<file path="src/rtl/lc3b_types.sv">
// Shared LC-3b types: machine word, fetch-stage state encoding and PC step.
package lc3b_types;

  typedef logic [15:0] lc3b_word;

  typedef enum logic [1:0] {
    IDLE,
    FETCH,
    HOLD,
    DISCARD
  } lc3b_fetch_state;

  localparam lc3b_word LC3B_INSTR_BYTES = 16'd2;

  // Instruction addresses are halfword aligned; bit 0 is forced low.
  function automatic lc3b_word lc3b_align(input lc3b_word addr);
    return {addr[15:1], 1'b0};
  endfunction

endpackage

</file>
<file path="src/rtl/lc3b_fetch_skid.sv">
// One-entry {ir, pc} buffer that parks a fetched instruction while decode stalls.
module lc3b_fetch_skid
  import lc3b_types::*;
(
  input  logic        clk,
  input  logic        reset_n,
  input  logic        load,
  input  logic        drain,
  input  logic        clear,
  input  logic [15:0] load_ir,
  input  logic [15:0] load_pc,
  output logic        valid,
  output logic [15:0] ir,
  output logic [15:0] pc
);

  logic     valid_q, valid_d;
  lc3b_word ir_q, ir_d;
  lc3b_word pc_q, pc_d;

  always_comb begin
    valid_d = valid_q;
    ir_d    = ir_q;
    pc_d    = pc_q;
    if (clear || drain) begin
      valid_d = 1'b0;
    end else if (load) begin
      valid_d = 1'b1;
      ir_d    = load_ir;
      pc_d    = load_pc;
    end
  end

  always_ff @(posedge clk or negedge reset_n) begin
    if (!reset_n) begin
      valid_q <= 1'b0;
      ir_q    <= '0;
      pc_q    <= '0;
    end else begin
      valid_q <= valid_d;
      ir_q    <= ir_d;
      pc_q    <= pc_d;
    end
  end

  assign valid = valid_q;
  assign ir    = ir_q;
  assign pc    = pc_q;

endmodule

</file>
<file path="src/rtl/lc3b_fetch.sv">
// LC-3b instruction-fetch stage: PC, I-side read handshake, IF/ID register.
// Define LC3B_FETCH_PERF_EN to add saturating fetched/discarded counters.
module lc3b_fetch
  import lc3b_types::*;
#(
  parameter logic [15:0] RESET_PC = 16'h0000
) (
  input  logic        clk,
  input  logic        reset_n,
  output logic        icache_read,
  output logic [15:0] icache_address,
  input  logic [15:0] icache_rdata,
  input  logic        icache_resp,
  input  logic        stall,
  input  logic        redirect_valid,
  input  logic [15:0] redirect_pc,
  output logic        ifid_valid,
  output logic [15:0] ifid_ir,
  output logic [15:0] ifid_pc
`ifdef LC3B_FETCH_PERF_EN
  ,
  output logic [15:0] perf_fetched,
  output logic [15:0] perf_discarded
`endif
);

  lc3b_fetch_state state_q, state_d;
  lc3b_word        pc_q, pc_d;
  lc3b_word        pending_pc_q, pending_pc_d;
  logic            ifid_valid_q, ifid_valid_d;
  lc3b_word        ifid_ir_q, ifid_ir_d;
  lc3b_word        ifid_pc_q, ifid_pc_d;

  logic            hold_load, hold_drain, hold_clear;
  logic            hold_valid;
  lc3b_word        hold_ir, hold_pc;
  logic            slot_free;
  lc3b_word        next_pc;

  assign slot_free = !ifid_valid_q || !stall;
  assign next_pc   = pc_q + LC3B_INSTR_BYTES;

  lc3b_fetch_skid u_skid (
    .clk     (clk),
    .reset_n (reset_n),
    .load    (hold_load),
    .drain   (hold_drain),
    .clear   (hold_clear),
    .load_ir (icache_rdata),
    .load_pc (next_pc),
    .valid   (hold_valid),
    .ir      (hold_ir),
    .pc      (hold_pc)
  );

  always_comb begin
    state_d      = state_q;
    pc_d         = pc_q;
    pending_pc_d = pending_pc_q;
    // A live IF/ID entry is consumed on any edge where decode is not stalled.
    ifid_valid_d = ifid_valid_q && stall;
    ifid_ir_d    = ifid_ir_q;
    ifid_pc_d    = ifid_pc_q;
    hold_load    = 1'b0;
    hold_drain   = 1'b0;
    hold_clear   = 1'b0;

    if (redirect_valid) begin
      ifid_valid_d = 1'b0;
      hold_clear   = 1'b1;
      unique case (state_q)
        FETCH: begin
          if (icache_resp) begin
            pc_d = lc3b_align(redirect_pc);
          end else begin
            // Read must stay stable until its resp, so park the target.
            pending_pc_d = lc3b_align(redirect_pc);
            state_d      = DISCARD;
          end
        end
        DISCARD: begin
          if (icache_resp) begin
            pc_d    = lc3b_align(redirect_pc);
            state_d = FETCH;
          end else begin
            pending_pc_d = lc3b_align(redirect_pc);
          end
        end
        default: begin
          pc_d    = lc3b_align(redirect_pc);
          state_d = FETCH;
        end
      endcase
    end else begin
      unique case (state_q)
        IDLE: state_d = FETCH;
        FETCH: begin
          if (icache_resp) begin
            pc_d = next_pc;
            if (slot_free) begin
              ifid_valid_d = 1'b1;
              ifid_ir_d    = icache_rdata;
              ifid_pc_d    = next_pc;
            end else begin
              hold_load = 1'b1;
              state_d   = HOLD;
            end
          end
        end
        HOLD: begin
          if (!stall && hold_valid) begin
            ifid_valid_d = 1'b1;
            ifid_ir_d    = hold_ir;
            ifid_pc_d    = hold_pc;
            hold_drain   = 1'b1;
            state_d      = FETCH;
          end
        end
        DISCARD: begin
          if (icache_resp) begin
            pc_d    = pending_pc_q;
            state_d = FETCH;
          end
        end
        default: state_d = IDLE;
      endcase
    end
  end

  always_ff @(posedge clk or negedge reset_n) begin
    if (!reset_n) begin
      state_q      <= IDLE;
      pc_q         <= lc3b_align(RESET_PC);
      pending_pc_q <= '0;
      ifid_valid_q <= 1'b0;
      ifid_ir_q    <= '0;
      ifid_pc_q    <= '0;
    end else begin
      state_q      <= state_d;
      pc_q         <= pc_d;
      pending_pc_q <= pending_pc_d;
      ifid_valid_q <= ifid_valid_d;
      ifid_ir_q    <= ifid_ir_d;
      ifid_pc_q    <= ifid_pc_d;
    end
  end

  assign icache_read    = (state_q == FETCH) || (state_q == DISCARD);
  assign icache_address = {pc_q[15:1], 1'b0};
  assign ifid_valid     = ifid_valid_q;
  assign ifid_ir        = ifid_ir_q;
  assign ifid_pc        = ifid_pc_q;

`ifdef LC3B_FETCH_PERF_EN
  logic     fetched_inc, discarded_inc;
  lc3b_word fetched_q, fetched_d;
  lc3b_word discarded_q, discarded_d;

  // Strobes re-derive the IF/ID-load and dropped-resp events of the FSM above.
  always_comb begin
    fetched_inc   = !redirect_valid &&
                    (((state_q == FETCH) && icache_resp && slot_free) ||
                     ((state_q == HOLD) && !stall && hold_valid));
    discarded_inc = icache_resp &&
                    ((state_q == DISCARD) || ((state_q == FETCH) && redirect_valid));
    fetched_d     = fetched_q;
    discarded_d   = discarded_q;
    if (fetched_inc && (fetched_q != '1)) fetched_d = fetched_q + 16'd1;
    if (discarded_inc && (discarded_q != '1)) discarded_d = discarded_q + 16'd1;
  end

  always_ff @(posedge clk or negedge reset_n) begin
    if (!reset_n) begin
      fetched_q   <= '0;
      discarded_q <= '0;
    end else begin
      fetched_q   <= fetched_d;
      discarded_q <= discarded_d;
    end
  end

  assign perf_fetched   = fetched_q;
  assign perf_discarded = discarded_q;
`endif

endmodule

</file>
<file path="config.mk">
export PLATFORM = sky130hd
export DESIGN_NAME = lc3b_fetch
export DESIGN_NICKNAME = d
export VERILOG_FILES = /design/src/rtl/lc3b_types.sv /design/src/rtl/lc3b_fetch_skid.sv /design/src/rtl/lc3b_fetch.sv
export SDC_FILE = /design/constraint.sdc
export NUM_CORES = 1
export LEC_CHECK = 0
export BUFFER_PORTS_ARGS = -buffer_cell sky130_fd_sc_hd__buf_2
export CORE_UTILIZATION = 45
export DETAILED_ROUTE_END_ITERATION = 10
export MAX_ROUTING_LAYER = met4
export PLACE_DENSITY = 0.69
export SETUP_SLACK_MARGIN = 0.2
export SYNTH_ARGS = -nofsm -noshare
export SYNTH_HDL_FRONTEND = slang
export SYNTH_SLANG_ARGS = --single-unit
export TNS_END_PERCENT = 10
</file>
<file path="constraint.sdc">
create_clock -name clk -period 1.9 [get_ports clk]
set_input_delay 0.285 -clock clk [delete_from_list [all_inputs] [get_ports clk]]
set_output_delay 0.285 -clock clk [all_outputs]
set_load 0.03 [all_outputs]
</file>
# Word level (Yosys, flattened, before mapping)
# Cells that the tools add are included.
# totals
latchBits,0
romBits,0
mem_bits_rw,0
inputBits,37
mem_count,0
reg_bits,99
output_inout_bits,50
wordCells,79
# classes
n_reduce_logical,17
add_sub_neg,1
n_mul,0
n_mux,37
div,0
n_lt_le_gt_ge,0
eq_ne,12
bitwise_logic,3
n_shift,0
# op_table
op,count
16-bit 2-to-1 mux,11
16-bit one-hot mux with 2 select lines,3
"3-bit != test, second input constant",6
"16-bit by 2-bit adder with 16-bit output, second input constant",1
1-bit 2-to-1 mux,14
2-bit 2-to-1 mux,6
2-bit one-hot mux with 4 select lines,1
4-bit AND reduction,2
"2-bit != test, second input constant",3
5-bit AND reduction,1
"2-bit == test, second input constant",2
2-bit one-hot mux with 2 select lines,1
2-bit nonzero test,2
1-bit logical OR,3
1-bit inverter,3
3-bit AND reduction,1
3-bit nonzero test,1
"2-bit by 1-bit == test with 1-bit output, second input constant",1
1-bit logical AND,2
1-bit logical NOT,2
2-bit logical NOT,1
1-bit one-hot mux with 2 select lines,1
2-bit AND reduction,1
2-bit OR reduction,1

# Longest topological paths before layout
# logic_depth
ltp_word,8
depth_mapped,8
mapped_depth_nobuf,6

# Hierarchy
# A second synthesis with hierarchy kept.
# unflattened
hier_cells,451
hier_area_um2,4847.1
# by_module_without_submodules
mod,area_per_inst_um2,seq_area_each_um2,cells_each,instances
lc3b_fetch,3599.7,1626.6,380,1
lc3b_fetch_skid,1247.4,825.8,71,1

# Worst setup path before layout
# Ideal clock, no wire load.
# synth_path
path_kind,flip-flop to flip-flop
from,register pc_q[1]
to,"register ifid_pc_q[11], in the netlist ifid_pc[11]"
n_path_buf,0
setup_slack_ns,0.000
required_ns,1.836
path_stages_with_launch,6
setup_time_ns,0.064
synth_period_minus_slack_ns,1.900
arrival_time_ns,1.835
cell_sequence,dfrtp_1 ha_1 nand3_2 or4_4 a311oi_1 a21o_1
# synth_between
elab_chain_len,4
# synth_rtl
item,line,source
from (decl),lc3b_fetch.sv:28,"lc3b_word pc_q, pc_d;"
from (signal assigned),lc3b_fetch.sv:133,pc_q <= lc3b_align(RESET_PC);
from (signal assigned),lc3b_fetch.sv:140,pc_q <= pc_d;
16-bit by 2-bit adder with 16-bit output,lc3b_fetch.sv:41,assign next_pc = pc_q + LC3B_INSTR_BYTES;
16-bit 2-to-1 mux,lc3b_fetch.sv:100,if (slot_free) begin
16-bit 2-to-1 mux,lc3b_fetch.sv:98,if (icache_resp) begin
16-bit one-hot mux with 2 select lines,lc3b_fetch.sv:95,unique case (state_q)
to (signal assigned),lc3b_fetch.sv:144,ifid_pc_q <= ifid_pc_d;
to (decl),lc3b_fetch.sv:32,"lc3b_word ifid_pc_q, ifid_pc_d;"
# No other way between the ends. The select of a mux whose other input is x is not followed.
# A chain may end at the register's enable or synchronous reset.

# Worst setup path in the final report
# layout_path
from,register state_q[1]
to,"register ifid_pc_q[1], in the netlist ifid_pc[1]"
# layout_between
elab_chain_len,3
word_cells_on_any_way,8
cone_classes,5 x eq/ne; 1 x mux; 2 x reduce/logical
# layout_rtl
item,line,source
from (decl),lc3b_fetch.sv:27,"lc3b_fetch_state state_q, state_d;"
from (signal assigned),lc3b_fetch.sv:139,state_q <= state_d;
2-bit == test or 2-bit by 1-bit == test with 1-bit output (tied branches),lc3b_fetch.sv:95,
2-bit != test (no source line) or 2-bit nonzero test (tied branches),n/a,
5-bit AND reduction (no source line),n/a,
# Parallel ways exist; a longest one is shown, timed or not.

==> reports/results.txt <==
pwr dens - 1777 nW/um^2
Worst-Skew Late Latency - 0.38 ns
Sw Ratio - 43.98%
root buffer cell - sky130_fd_sc_hd__clkbuf_8
category of the worst setup path capture point - register
failing checks - negative setup slack
boundary pin count - 87
number of global-route vias before repair - 3,756
Reg2Reg Launch Point - state_q[1]
Worst Hold Depth - 2
number of max-slew violations in the final report - 0
wire length of the first global-routing pass - 18,780 um
signal arrival time at the worst endpoint - 2.22 ns
total wire length after detailed routing - 11,420 um
count of input and output buffers - 83
Hold Crit Start - redirect_pc[1]
crit path max fanout - 7
diode count - 0
antenna viol nets, final - 0
H-Tree Level Count - 3
Worst Hold Path EP - pending_pc_q[1]
Pwr Total - 10.95 mW
share of synthesized area occupied by flip-flops and latches - 51.05%
Routed wire per std cell - 16.54 um
switching power - 4.815 mW
antenna violations before repair - 0
type of the setup path with the least slack - register to register
synthesis-stage register bit count - 96
worst slew margin relative to its limit - 63.69%
overflow left after global routing - 0
worst reg2reg path depth - 8
async set-or-reset flop fraction in the synthesized netlist - 100.0%
post-synth top area share - 51.05%
count of standard-cell rows - 36
Placed Instance Area - 5405 sq um
final count of negative-setup-slack endpoints - 7
synth-to-layout area growth - 30.92%
sequential power share - 33.6%
deepest clock path buffer count - 2
RSZ-0062 raised after global routing - true
Die X - 104.3 um
die extent in y - 104.3 um
predominant post-synthesis flop cell - sky130_fd_sc_hd__dfrtp_1
leakage power - 2.776 nW
highest attainable clock frequency - 0.5142 GHz
shortest clock period the worst path allows after layout - 1.945 ns
part of the total power dissipated in the clock network - 12.9%
DRC viols - 0
final clock period utilization by the worst path - 102.4%
most common library cells after synthesis - sky130_fd_sc_hd__dfrtp_1, sky130_fd_sc_hd__nand2_1, sky130_fd_sc_hd__mux2_2, sky130_fd_sc_hd__nor2_1, sky130_fd_sc_hd__mux2i_1
largest net degree at the start of global routing - 47
initial DRC count - 149
net total in the final layout - 594
internal reg-to-reg setup slack - -0.04 ns
DR vias - 3,850
max_cap viols - 0
post-DP HPWL - 7524 um
cell types with the largest area share after synthesis - sky130_fd_sc_hd__dfrtp_1, sky130_fd_sc_hd__mux2_2, sky130_fd_sc_hd__mux2i_1
post-route setup slack - -0.04482 ns
core region area - 9955 sq um
yosys synthesis warning count - 0
clock buffer count from CTS - 9
Least-Margin Pin Slew - 0.5441 ns
global-route usage over all layers - 22.12%
required time at the worst-slack endpoint - 2.17 ns
starting density of the core - 47.27%
worst vdd rail ir drop - 0.8862 mV
area of the mapped netlist - 4706 sq um
number of hold-slack violations in the final timing report - 0
clock transition at the registers of the reported paths - 0.10 ns
Synth Instances - 443
mean post-synth cell area - 10.62 sq um
share of final-layout standard cells stronger than drive strength 1 - 43.27%
number of distinct standard cells referenced by the synthesized netlist - 59
vias per std cell - 5.580
most repeated cell in the gate-level netlist after synthesis - sky130_fd_sc_hd__dfrtp_1
nature of the critical path startpoint - register
number of iterations in the first detailed-routing pass - 5
design area - 6161 sq um
cell taking the most area after synthesis - sky130_fd_sc_hd__dfrtp_1
clock sink total - 96
maximum clock skew at final layout - 0.01401 ns
TritonCTS clock tree - yes
Post-synth EDFFs - 0
cell-internal power - 6.132 mW
capture point of the worst reg-to-reg path - ifid_pc[1]
run status - finished with violations
combinational fraction of design power - 53.5%
global placement routability congestion - 0.8327
worst hold path type - input port to register
die area - 10,870 sq um
==> logic make-up after synthesis <==
kind of cell    count (synthesis)  share of synthesized area, %
compound gates                121                         17.04
xor+xnor                        7                         1.303
fa+ha+maj                       5                         1.329
buf+inv                        39                         3.749
flops                          96                         51.05
mux                            56                         12.82
other cells                     1                       0.07969
simple gates                  118                         12.63
==> state kept, by name, indices dropped and copies added (netlist names) <==
name          cells
u_skid.pc        15
state_q           2
ifid_valid        1
u_skid.valid      1
ifid_ir          16
u_skid.ir        16
pc_q             15
ifid_pc          15
pending_pc_q     15
==> worst max path at each step <==
stage                     slack, ns  depth (start not counted)       start          end
after floorplan                0.13                          5     pc_q[1]  ifid_pc[11]
after global placement       -0.001                          7  state_q[0]  ifid_ir[12]
after detailed placement      -0.07                          7  state_q[0]  ifid_ir[11]
after CTS                     -0.02                          8  state_q[1]   ifid_pc[5]
after global routing          -0.09                          8  state_q[1]   ifid_pc[3]
final                         -0.04                          8  state_q[1]   ifid_pc[1]
==> worst max-delay path, cell delays in order (launching register included) <==
cell and delay (ns):
sky130_fd_sc_hd__dfrtp_1 0.42, sky130_fd_sc_hd__buf_6 0.13, sky130_fd_sc_hd__ha_4 0.20, sky130_fd_sc_hd__or2_4 0.24
sky130_fd_sc_hd__a221o_4 0.43, sky130_fd_sc_hd__buf_6 0.16, sky130_fd_sc_hd__buf_16 0.13, sky130_fd_sc_hd__nand2_1 0.06
sky130_fd_sc_hd__o21ai_1 0.06
==> stage by stage <==
| step | hold slack (ns) | worst slack [ns] | std cells | util, % | TNS (ns) |
|---|---|---|---|---|---|
| finish | 0.1490 | -0.04482 | 690 | 61.89 | -0.1768 |
| global route | 0.1457 | -0.09070 | 690 | 61.89 | -1.597 |
| CTS | 0.1455 | -0.02351 | 681 | 59.67 | -0.1069 |
| detailed placement | 0.2541 | -0.07084 | 654 | 54.30 | -0.7208 |
| global placement | 0.2504 | -0.001205 | 654 | 54.30 | -0.001598 |
| floorplan | -0.01059 | 0.1337 | 444 | - | 0 |
==> cell usage in the layout, fill, tap and decap left out, drive strengths merged, types with 3 or more instances in the layout <==
| cell | n |
|---|---|
| buf | 123 |
| a211oi | 4 |
| a22oi | 4 |
| nor4 | 3 |
| nor3 | 14 |
| nand2 | 43 |
| nand3 | 10 |
| dfrtp | 96 |
| o31a | 4 |
| clkbuf | 14 |
| inv | 10 |
| a31oi | 7 |
| mux2i | 22 |
| nor2 | 30 |
| nand2b | 4 |
| o22ai | 7 |
| or4 | 3 |
| o211ai | 4 |
| o31ai | 6 |
| xnor2 | 7 |
| o21a | 6 |
| a21oi | 20 |
| mux2 | 34 |
| a21o | 3 |
| o22a | 4 |
| ha | 5 |
| o21ai | 34 |
==> what timing repair did <==
item,in CTS,in global routing
cloned,2,3
endpoints found under the hold margin,30,0
pin swaps,23,21
setup buffers,8,6
endpoints found under the setup margin,70,96
hold buffers,1,0
gates resized for setup,57,32
==> power groups by stage <==
stage | logic, mW | registers (mW) | clock network [mW]
after floorplan | 2.61 | 4.47 | 0
after global placement | 4.70 | 3.59 | 0
after detailed placement | 4.80 | 3.65 | 0
after CTS | 5.46 | 3.64 | 1.44
after global routing | 6.35 | 3.80 | 1.52
final | 5.86 | 3.68 | 1.41
==> routing by layer <==
metal  vias up  global-route usage, %  routed length, um
met5         -                      -                  0
li1       1826                      -                  -
met3         9                  2.945                517
met1      1898                  30.98               5373
met4         0                  6.633                123
met2       117                  33.54               5400
==> cell type report <==
type / count / area [sq um]
fillers: 810 / 3794
flip-flops and latches: 96 / 2405
multi-input cells: 309 / 2379
repair buffers: 127 / 962.2
well taps: 133 / 166.4
clock buffers: 11 / 141.4
clock inverters: 5 / 63.81
inverters: 9 / 43.79
Power figures use the tool's default switching activity.
